==> config.mk <==
export PLATFORM = sky130hd
export DESIGN_NAME = axi
export DESIGN_NICKNAME = d
export VERILOG_FILES = /design/src/rtl/axi.sv
export SDC_FILE = /design/constraint.sdc
export NUM_CORES = 1
export LEC_CHECK = 0
export CORE_MARGIN = 4
export CORE_UTILIZATION = 43
export DETAILED_ROUTE_END_ITERATION = 10
export GPL_TIMING_DRIVEN = 0
export PLACE_DENSITY = 0.66
export SETUP_SLACK_MARGIN = 0.3
export SLEW_MARGIN = 20
export SYNTH_ARGS = -nofsm -noshare
export SYNTH_HDL_FRONTEND = slang
export SYNTH_SLANG_ARGS = --single-unit
==> constraint.sdc <==
create_clock -name i_axi_clk -period 2.97 [get_ports i_axi_clk]
set_input_delay 0.594 -clock i_axi_clk [delete_from_list [all_inputs] [get_ports i_axi_clk]]
set_output_delay 0.594 -clock i_axi_clk [all_outputs]
set_load 0.005 [all_outputs]
==> src/rtl/axi.sv <==
// AXI4-Lite pass-through link with an in-line protocol monitor and data scoreboard.
// The monitor's start pulse, counters and sticky flags drive the verification platform.
module axi #(
  parameter logic [31:0] C_M_START_DATA_VALUE        = 32'hAA000000,
  parameter logic [31:0] C_M_TARGET_SLAVE_BASE_ADDR  = 32'h40000000,
  parameter int          C_AXI_ADDR_WIDTH            = 32,
  parameter int          C_AXI_DATA_WIDTH            = 32,
  parameter int          C_M_TRANSACTIONS_NUM        = 4
) (
  input  logic                            i_axi_clk,
  input  logic                            i_axi_rst_n,
  input  logic                            i_axi_init_txn,
  output logic                            o_init_axi_txn,
  output logic                            o_error,
  output logic [4:0]                      o_error_code,
  output logic                            o_txn_done,
  output logic [7:0]                      o_wr_count,
  output logic [7:0]                      o_rd_count,
  input  logic [C_AXI_ADDR_WIDTH-1:0]     m_awaddr,
  input  logic [2:0]                      m_awprot,
  input  logic                            m_awvalid,
  output logic                            m_awready,
  input  logic [C_AXI_DATA_WIDTH-1:0]     m_wdata,
  input  logic [C_AXI_DATA_WIDTH/8-1:0]   m_wstrb,
  input  logic                            m_wvalid,
  output logic                            m_wready,
  output logic [1:0]                      m_bresp,
  output logic                            m_bvalid,
  input  logic                            m_bready,
  input  logic [C_AXI_ADDR_WIDTH-1:0]     m_araddr,
  input  logic [2:0]                      m_arprot,
  input  logic                            m_arvalid,
  output logic                            m_arready,
  output logic [C_AXI_DATA_WIDTH-1:0]     m_rdata,
  output logic [1:0]                      m_rresp,
  output logic                            m_rvalid,
  input  logic                            m_rready,
  output logic [C_AXI_ADDR_WIDTH-1:0]     s_awaddr,
  output logic [2:0]                      s_awprot,
  output logic                            s_awvalid,
  input  logic                            s_awready,
  output logic [C_AXI_DATA_WIDTH-1:0]     s_wdata,
  output logic [C_AXI_DATA_WIDTH/8-1:0]   s_wstrb,
  output logic                            s_wvalid,
  input  logic                            s_wready,
  input  logic [1:0]                      s_bresp,
  input  logic                            s_bvalid,
  output logic                            s_bready,
  output logic [C_AXI_ADDR_WIDTH-1:0]     s_araddr,
  output logic [2:0]                      s_arprot,
  output logic                            s_arvalid,
  input  logic                            s_arready,
  input  logic [C_AXI_DATA_WIDTH-1:0]     s_rdata,
  input  logic [1:0]                      s_rresp,
  input  logic                            s_rvalid,
  output logic                            s_rready
);
  localparam int AW    = C_AXI_ADDR_WIDTH;
  localparam int DW    = C_AXI_DATA_WIDTH;
  localparam int SW    = DW / 8;
  localparam int N     = C_M_TRANSACTIONS_NUM;
  localparam int IDX_W = (N > 1) ? $clog2(N) : 1;
  localparam logic [AW-1:0] BASE   = AW'(C_M_TARGET_SLAVE_BASE_ADDR);
  localparam logic [AW-1:0] WIN_B  = AW'(4 * N);
  localparam logic [7:0]    CNT_N  = 8'(N);

  assign s_awaddr  = m_awaddr;
  assign s_awprot  = m_awprot;
  assign s_awvalid = m_awvalid;
  assign m_awready = s_awready;
  assign s_wdata   = m_wdata;
  assign s_wstrb   = m_wstrb;
  assign s_wvalid  = m_wvalid;
  assign m_wready  = s_wready;
  assign m_bresp   = s_bresp;
  assign m_bvalid  = s_bvalid;
  assign s_bready  = m_bready;
  assign s_araddr  = m_araddr;
  assign s_arprot  = m_arprot;
  assign s_arvalid = m_arvalid;
  assign m_arready = s_arready;
  assign m_rdata   = s_rdata;
  assign m_rresp   = s_rresp;
  assign m_rvalid  = s_rvalid;
  assign s_rready  = m_rready;

  function automatic logic in_win(input logic [AW-1:0] addr);
    return (addr >= BASE) && ((addr - BASE) < WIN_B);
  endfunction

  function automatic logic [IDX_W-1:0] sb_idx(input logic [AW-1:0] addr);
    return IDX_W'((addr - BASE) >> 2);
  endfunction

  function automatic logic [DW-1:0] merge(input logic [DW-1:0] old_d, input logic [DW-1:0] new_d,
                                          input logic [SW-1:0] strb);
    logic [DW-1:0] res;
    res = old_d;
    for (int b = 0; b < SW; b++)
      if (strb[b]) res[8*b +: 8] = new_d[8*b +: 8];
    return res;
  endfunction

  function automatic logic [7:0] sat_inc(input logic [7:0] c);
    return (c == 8'hFF) ? c : c + 8'd1;
  endfunction

  logic init_q;
  logic aw_done, w_done, wr_out, rd_out;
  logic [AW-1:0] aw_addr_q, ar_addr_q;
  logic [DW-1:0] w_data_q;
  logic [SW-1:0] w_strb_q;
  logic [DW-1:0] sb_data [N];
  logic [N-1:0]  sb_vld;

  // previous-cycle samples for the stall-stability check
  logic          aw_pend_p1, w_pend_p1, b_pend_p1, ar_pend_p1, r_pend_p1;
  logic [AW-1:0] aw_addr_p1, ar_addr_p1;
  logic [2:0]    aw_prot_p1, ar_prot_p1;
  logic [DW-1:0] w_data_p1, r_data_p1;
  logic [SW-1:0] w_strb_p1;
  logic [1:0]    b_resp_p1, r_resp_p1;

  logic aw_fire, w_fire, b_fire, ar_fire, r_fire, wr_accept;
  logic [AW-1:0] acc_addr;
  logic [DW-1:0] acc_data;
  logic [SW-1:0] acc_strb;
  logic [IDX_W-1:0] acc_idx, rd_idx;
  logic [4:0] err_now;

  always_comb begin
    aw_fire   = m_awvalid & s_awready;
    w_fire    = m_wvalid & s_wready;
    b_fire    = s_bvalid & m_bready;
    ar_fire   = m_arvalid & s_arready;
    r_fire    = s_rvalid & m_rready;
    wr_accept = (aw_done | aw_fire) & (w_done | w_fire);
    acc_addr  = aw_done ? aw_addr_q : m_awaddr;
    acc_data  = w_done ? w_data_q : m_wdata;
    acc_strb  = w_done ? w_strb_q : m_wstrb;
    acc_idx   = sb_idx(acc_addr);
    rd_idx    = sb_idx(ar_addr_q);
    err_now   = '0;
    err_now[0] = (aw_pend_p1 & (!m_awvalid | (m_awaddr != aw_addr_p1) | (m_awprot != aw_prot_p1)))
               | (w_pend_p1 & (!m_wvalid | (m_wdata != w_data_p1) | (m_wstrb != w_strb_p1)))
               | (b_pend_p1 & (!s_bvalid | (s_bresp != b_resp_p1)))
               | (ar_pend_p1 & (!m_arvalid | (m_araddr != ar_addr_p1) | (m_arprot != ar_prot_p1)))
               | (r_pend_p1 & (!s_rvalid | (s_rdata != r_data_p1) | (s_rresp != r_resp_p1)));
    err_now[1] = (b_fire & (s_bresp != 2'b00)) | (r_fire & (s_rresp != 2'b00));
    err_now[2] = r_fire & rd_out & in_win(ar_addr_q) && sb_vld[rd_idx] && (s_rdata != sb_data[rd_idx]);
    err_now[3] = (s_bvalid & !wr_out) | (s_rvalid & !rd_out);
    err_now[4] = (aw_fire & !in_win(m_awaddr)) | (ar_fire & !in_win(m_araddr));
  end

  assign o_error = |o_error_code;

  always_ff @(posedge i_axi_clk or negedge i_axi_rst_n) begin
    if (!i_axi_rst_n) begin
      init_q <= 1'b0; o_init_axi_txn <= 1'b0;
      o_error_code <= '0; o_txn_done <= 1'b0; o_wr_count <= '0; o_rd_count <= '0;
      aw_done <= 1'b0; w_done <= 1'b0; wr_out <= 1'b0; rd_out <= 1'b0;
      aw_addr_q <= '0; ar_addr_q <= '0; w_data_q <= '0; w_strb_q <= '0;
      sb_vld <= '0;
      for (int i = 0; i < N; i++) sb_data[i] <= '0;
      aw_pend_p1 <= 1'b0; w_pend_p1 <= 1'b0; b_pend_p1 <= 1'b0; ar_pend_p1 <= 1'b0; r_pend_p1 <= 1'b0;
      aw_addr_p1 <= '0; ar_addr_p1 <= '0; aw_prot_p1 <= '0; ar_prot_p1 <= '0;
      w_data_p1 <= '0; r_data_p1 <= '0; w_strb_p1 <= '0; b_resp_p1 <= '0; r_resp_p1 <= '0;
    end else begin
      init_q         <= i_axi_init_txn;
      o_init_axi_txn <= i_axi_init_txn & ~init_q;
      // the start pulse wipes all monitor state and discards this cycle's events
      if (o_init_axi_txn) begin
        o_error_code <= '0; o_txn_done <= 1'b0; o_wr_count <= '0; o_rd_count <= '0;
        aw_done <= 1'b0; w_done <= 1'b0; wr_out <= 1'b0; rd_out <= 1'b0; sb_vld <= '0;
        aw_pend_p1 <= 1'b0; w_pend_p1 <= 1'b0; b_pend_p1 <= 1'b0; ar_pend_p1 <= 1'b0; r_pend_p1 <= 1'b0;
      end else begin
        aw_pend_p1 <= m_awvalid & ~s_awready; aw_addr_p1 <= m_awaddr; aw_prot_p1 <= m_awprot;
        w_pend_p1  <= m_wvalid & ~s_wready;   w_data_p1  <= m_wdata;  w_strb_p1  <= m_wstrb;
        b_pend_p1  <= s_bvalid & ~m_bready;   b_resp_p1  <= s_bresp;
        ar_pend_p1 <= m_arvalid & ~s_arready; ar_addr_p1 <= m_araddr; ar_prot_p1 <= m_arprot;
        r_pend_p1  <= s_rvalid & ~m_rready;   r_data_p1  <= s_rdata;  r_resp_p1  <= s_rresp;

        if (aw_fire) aw_addr_q <= m_awaddr;
        if (w_fire) begin w_data_q <= m_wdata; w_strb_q <= m_wstrb; end
        if (b_fire) begin wr_out <= 1'b0; o_wr_count <= sat_inc(o_wr_count); end
        if (wr_accept) begin
          aw_done <= 1'b0; w_done <= 1'b0; wr_out <= 1'b1;
          if (in_win(acc_addr)) begin
            sb_data[acc_idx] <= merge(sb_vld[acc_idx] ? sb_data[acc_idx] : '0, acc_data, acc_strb);
            sb_vld[acc_idx]  <= 1'b1;
          end
        end else begin
          if (aw_fire) aw_done <= 1'b1;
          if (w_fire)  w_done  <= 1'b1;
        end

        if (r_fire) begin rd_out <= 1'b0; o_rd_count <= sat_inc(o_rd_count); end
        if (ar_fire) begin rd_out <= 1'b1; ar_addr_q <= m_araddr; end

        o_error_code <= o_error_code | err_now;
        if (o_wr_count >= CNT_N && o_rd_count >= CNT_N) o_txn_done <= 1'b1;
      end
    end
  end
endmodule

==> results.json <==
{
  "die_w_um": 227.3,
  "worst-path-buf-inv": 3,
  "fin_crit_ns": 2.571,
  "ys_top_cells_by_area": "dfrtp_1 49%, mux2_2 13%, mux4_2 7.2%",
  "fin_crit_sh": 0.8656,
  "p_per_area_nw_per_um2": 544.2,
  "combPwrFrac": 0.170,
  "worst_setup_path_start_kind": "input pin",
  "gr-total-overflow": 0,
  "synth_cell_types": 45,
  "drt_iter0_markers": 898,
  "irDropWorstVdd_uv": 397.0,
  "drt-total-wl_um": 59360,
  "finalHoldViolations": 0,
  "grt_use_total": 0.2292,
  "dp_hpwl_um": 43740,
  "vias": 14860,
  "tightest_slew_ns": 1.090,
  "relSlewSlack": 0.2735,
  "cts.htree.levels": 2,
  "final_common_cell": "dfrtp_1",
  "final_cell_mix": "404 x dfrtp_1, 328 x clkdlybuf4s50_1, 240 x mux2_2",
  "path_max_fanout": 5,
  "cts_tree": "yes",
  "rows": 80,
  "grt_pass1_wl_um": 90880,
  "drive_above_1_share": 0.2832,
  "swShare": 0.2523,
  "syn-cell-area_um2": 20680,
  "clockPowerShare": 0.400,
  "clk_pin_slew_ns": 0.06,
  "drt-pass1-iter-count": 5,
  "crit_chain": "clkdlybuf4s50_1 > buf_4 > clkdlybuf4s50_1",
  "worst_path_most_repeated_cell": "clkdlybuf4s50_1",
  "synth_area_per_cell_um2": 12.07,
  "ys.flop_type": "dfrtp_1",
  "cts_buffers": 45,
  "grt_max_degree": 97,
  "vias_per_cell": 5.400,
  "final_max_slew_viol_count": 0,
  "n_antenna_cell": 0,
  "cp_slowest_stage_delay_ns": 0.71,
  "design.die.area_um2": 51670,
  "ys_seq_area_frac": 0.4900,
  "p_leak_uw": 0.01089,
  "final_core_util": 0.5580,
  "end_kind": "output pin",
  "initial_core_util": 0.4341,
  "yosys.area.top_type": "dfrtp_1",
  "area_delta_synth_final_pct": 28.53,
  "maxCapViolCount": 0,
  "synth-seq-cells": 405,
  "synth_fp_nets": 1873,
  "setup_viol": 0,
  "finalNetCount": 2259,
  "max_clock_freq_ghz": 0.3890,
  "async_reset_ff_frac": 1.000,
  "grt_pass1_vias": 15420,
  "cp_slowest_cell": "clkdlybuf4s50_1",
  "hold_path.class": "reg -> reg",
  "p_seq_frac": 0.430,
  "crit_required_ns": 2.38,
  "fp.dieH_um": 227.3,
  "coreArea_um2": 47650,
  "portBuffers": 330,
  "totalPowerFinal_uw": 14470,
  "antenna_found_initial": 0,
  "rsz0062_at_grt": "no",
  "ant_nets": 0,
  "switchingPower_uw": 3650,
  "drc": 0,
  "yosysTopAreaCellShare": 0.4900,
  "criticalPathCategory": "in -> out",
  "ios": 331,
  "synth_warnings": 0,
  "synth_edf_count": 0,
  "root_buffer": "clkbuf_16",
  "clock_skew_ns": 0.01420,
  "intPower_uw": 10820,
  "place_congestion": 0.8223,
  "cp_top_family": "buffers and inverters",
  "cts_sinks": 405,
  "syn_inst": 1714,
  "fin_tns_setup_ns": 0,
  "status": "finished, final reports clean",
  "wire_per_inst_um": 21.58,
  "worstPathArrival_ns": 1.98,
  "insertion_delay_ns": 0.57,
  "clock_path_buffers": 3
}
==> per-layer routing <==
layer,track usage,vias up,share of wire,routed length [µm]
li1,-,6753,-,-
met1,0.3037,7552,0.42,24650
met2,0.3824,448,0.50,29520
met3,0.03907,103,0.052,3113
met4,0.08413,0,0.035,2075
met5,0,-,0,0
==> through the flow <==
| step | hold WS [ns] | cell area [µm²] | setup WS (ns) | std cells |
|---|---|---|---|---|
| 5_1_grt | 0.4129 | 26590 | 0.3148 | 2751 |
| 6_report | 0.3976 | 26590 | 0.3993 | 2751 |
| 3_3_place_gp | 0.3861 | 24760 | -16.52 | 2659 |
| 2_1_floorplan | 0.2984 | 20680 | 0.8035 | 1714 |
| 3_5_place_dp | 0.3936 | 24910 | -0.3366 | 2664 |
| 4_1_cts | 0.4016 | 26500 | 0.3120 | 2748 |
==> worst register-to-register path: cells and delay by family, from the launching register on <==
kind / cells / cell delay [ns]
AO/OA/AOI/OAI: 1 / 0.14
multiplexers: 1 / 0.42
buffers and inverters: 2 / 0.67
AND/OR/NAND/NOR: 2 / 0.52
flip-flops: 1 / 0.31
XOR/XNOR: 1 / 0.30
==> power by group through the flow <==
stage	Clock [µW]	Sequential (µW)	Combinational [µW]
after global placement	0	6300	2400
after CTS	5920	6210	2480
final	5790	6220	2460
after floorplan	0	6240	1350
after detailed placement	0	6310	2460
after global routing	6160	6270	2680
==> sequential cells by signal, indices dropped and copies added, names as in the netlist, 5 cells and up <==
| signal | count |
|---|---|
| w_data_q | 32 |
| r_data_p1 | 32 |
| o_error_code | 5 |
| aw_addr_p1 | 32 |
| o_wr_count | 8 |
| w_data_p1 | 32 |
| sb_data | 128 |
| o_rd_count | 8 |
| ar_addr_p1 | 32 |
| ar_addr_q | 32 |
| aw_addr_q | 30 |
==> timing repair <==
action / in CTS / in global routing
gates resized for setup: 13 / 9
cloned: 0 / 0
setup buffers: 0 / 3
setup endpoints to repair: 192 / 113
pin swaps: 0 / 2
endpoints found under the hold margin: 57 / 0
hold buffers: 1 / 0
==> final timing paths <==
| path | from | endpoint | slack [ns] | depth (start not counted) |
|---|---|---|---|---|
| max reg2reg | ar_addr_q[3] | o_error_code[2] | 0.45 | 7 |
| max | m_wdata[15] | s_wdata[15] | 0.40 | 3 |
| max in group asynchronous | i_axi_rst_n | ar_addr_p1[20] | 0.85 | 5 |
| min | init_q | o_init_axi_txn | 0.40 | 1 |
| min reg2reg | init_q | o_init_axi_txn | 0.40 | 1 |
| min in group asynchronous | i_axi_rst_n | w_data_p1[17] | 0.55 | 2 |
==> cell families (layout without fill, tap and decap cells) <==
family,count (synthesis),in the layout,share of synthesized area
fa+ha+maj,4,4,0.002420
xor+xnor,184,184,0.07791
flops,405,405,0.4900
simple gates,339,339,0.07906
mux,344,344,0.2217
buf+inv,248,670,0.07785
compound gates,190,190,0.05106
==> area by class of cell <==
type | instances | area [µm²]
Fill cell | 4048 | 21060
Sequential cell | 405 | 10140
Multi-Input combinational cell | 1061 | 9021
Timing Repair Buffer | 339 | 3490
Buffer | 237 | 1583
Clock buffer | 75 | 1401
Tap cell | 615 | 769.5
Clock inverter | 8 | 143.9
Inverter | 11 | 41.29
==> synth_stat cells (all sizes together) (9+ instances only) <==
cell    instances
dfrtp         405
mux2          240
buf           197
nand2         144
o21ai         134
xnor2          99
xor2           85
mux4           66
nor2           60
nor4           44
nand4          42
clkbuf         40
mux2i          38
a31oi          33
a21oi          11
inv            11
nor3b           9
Note: power is estimated with default switching activity, not from simulation.
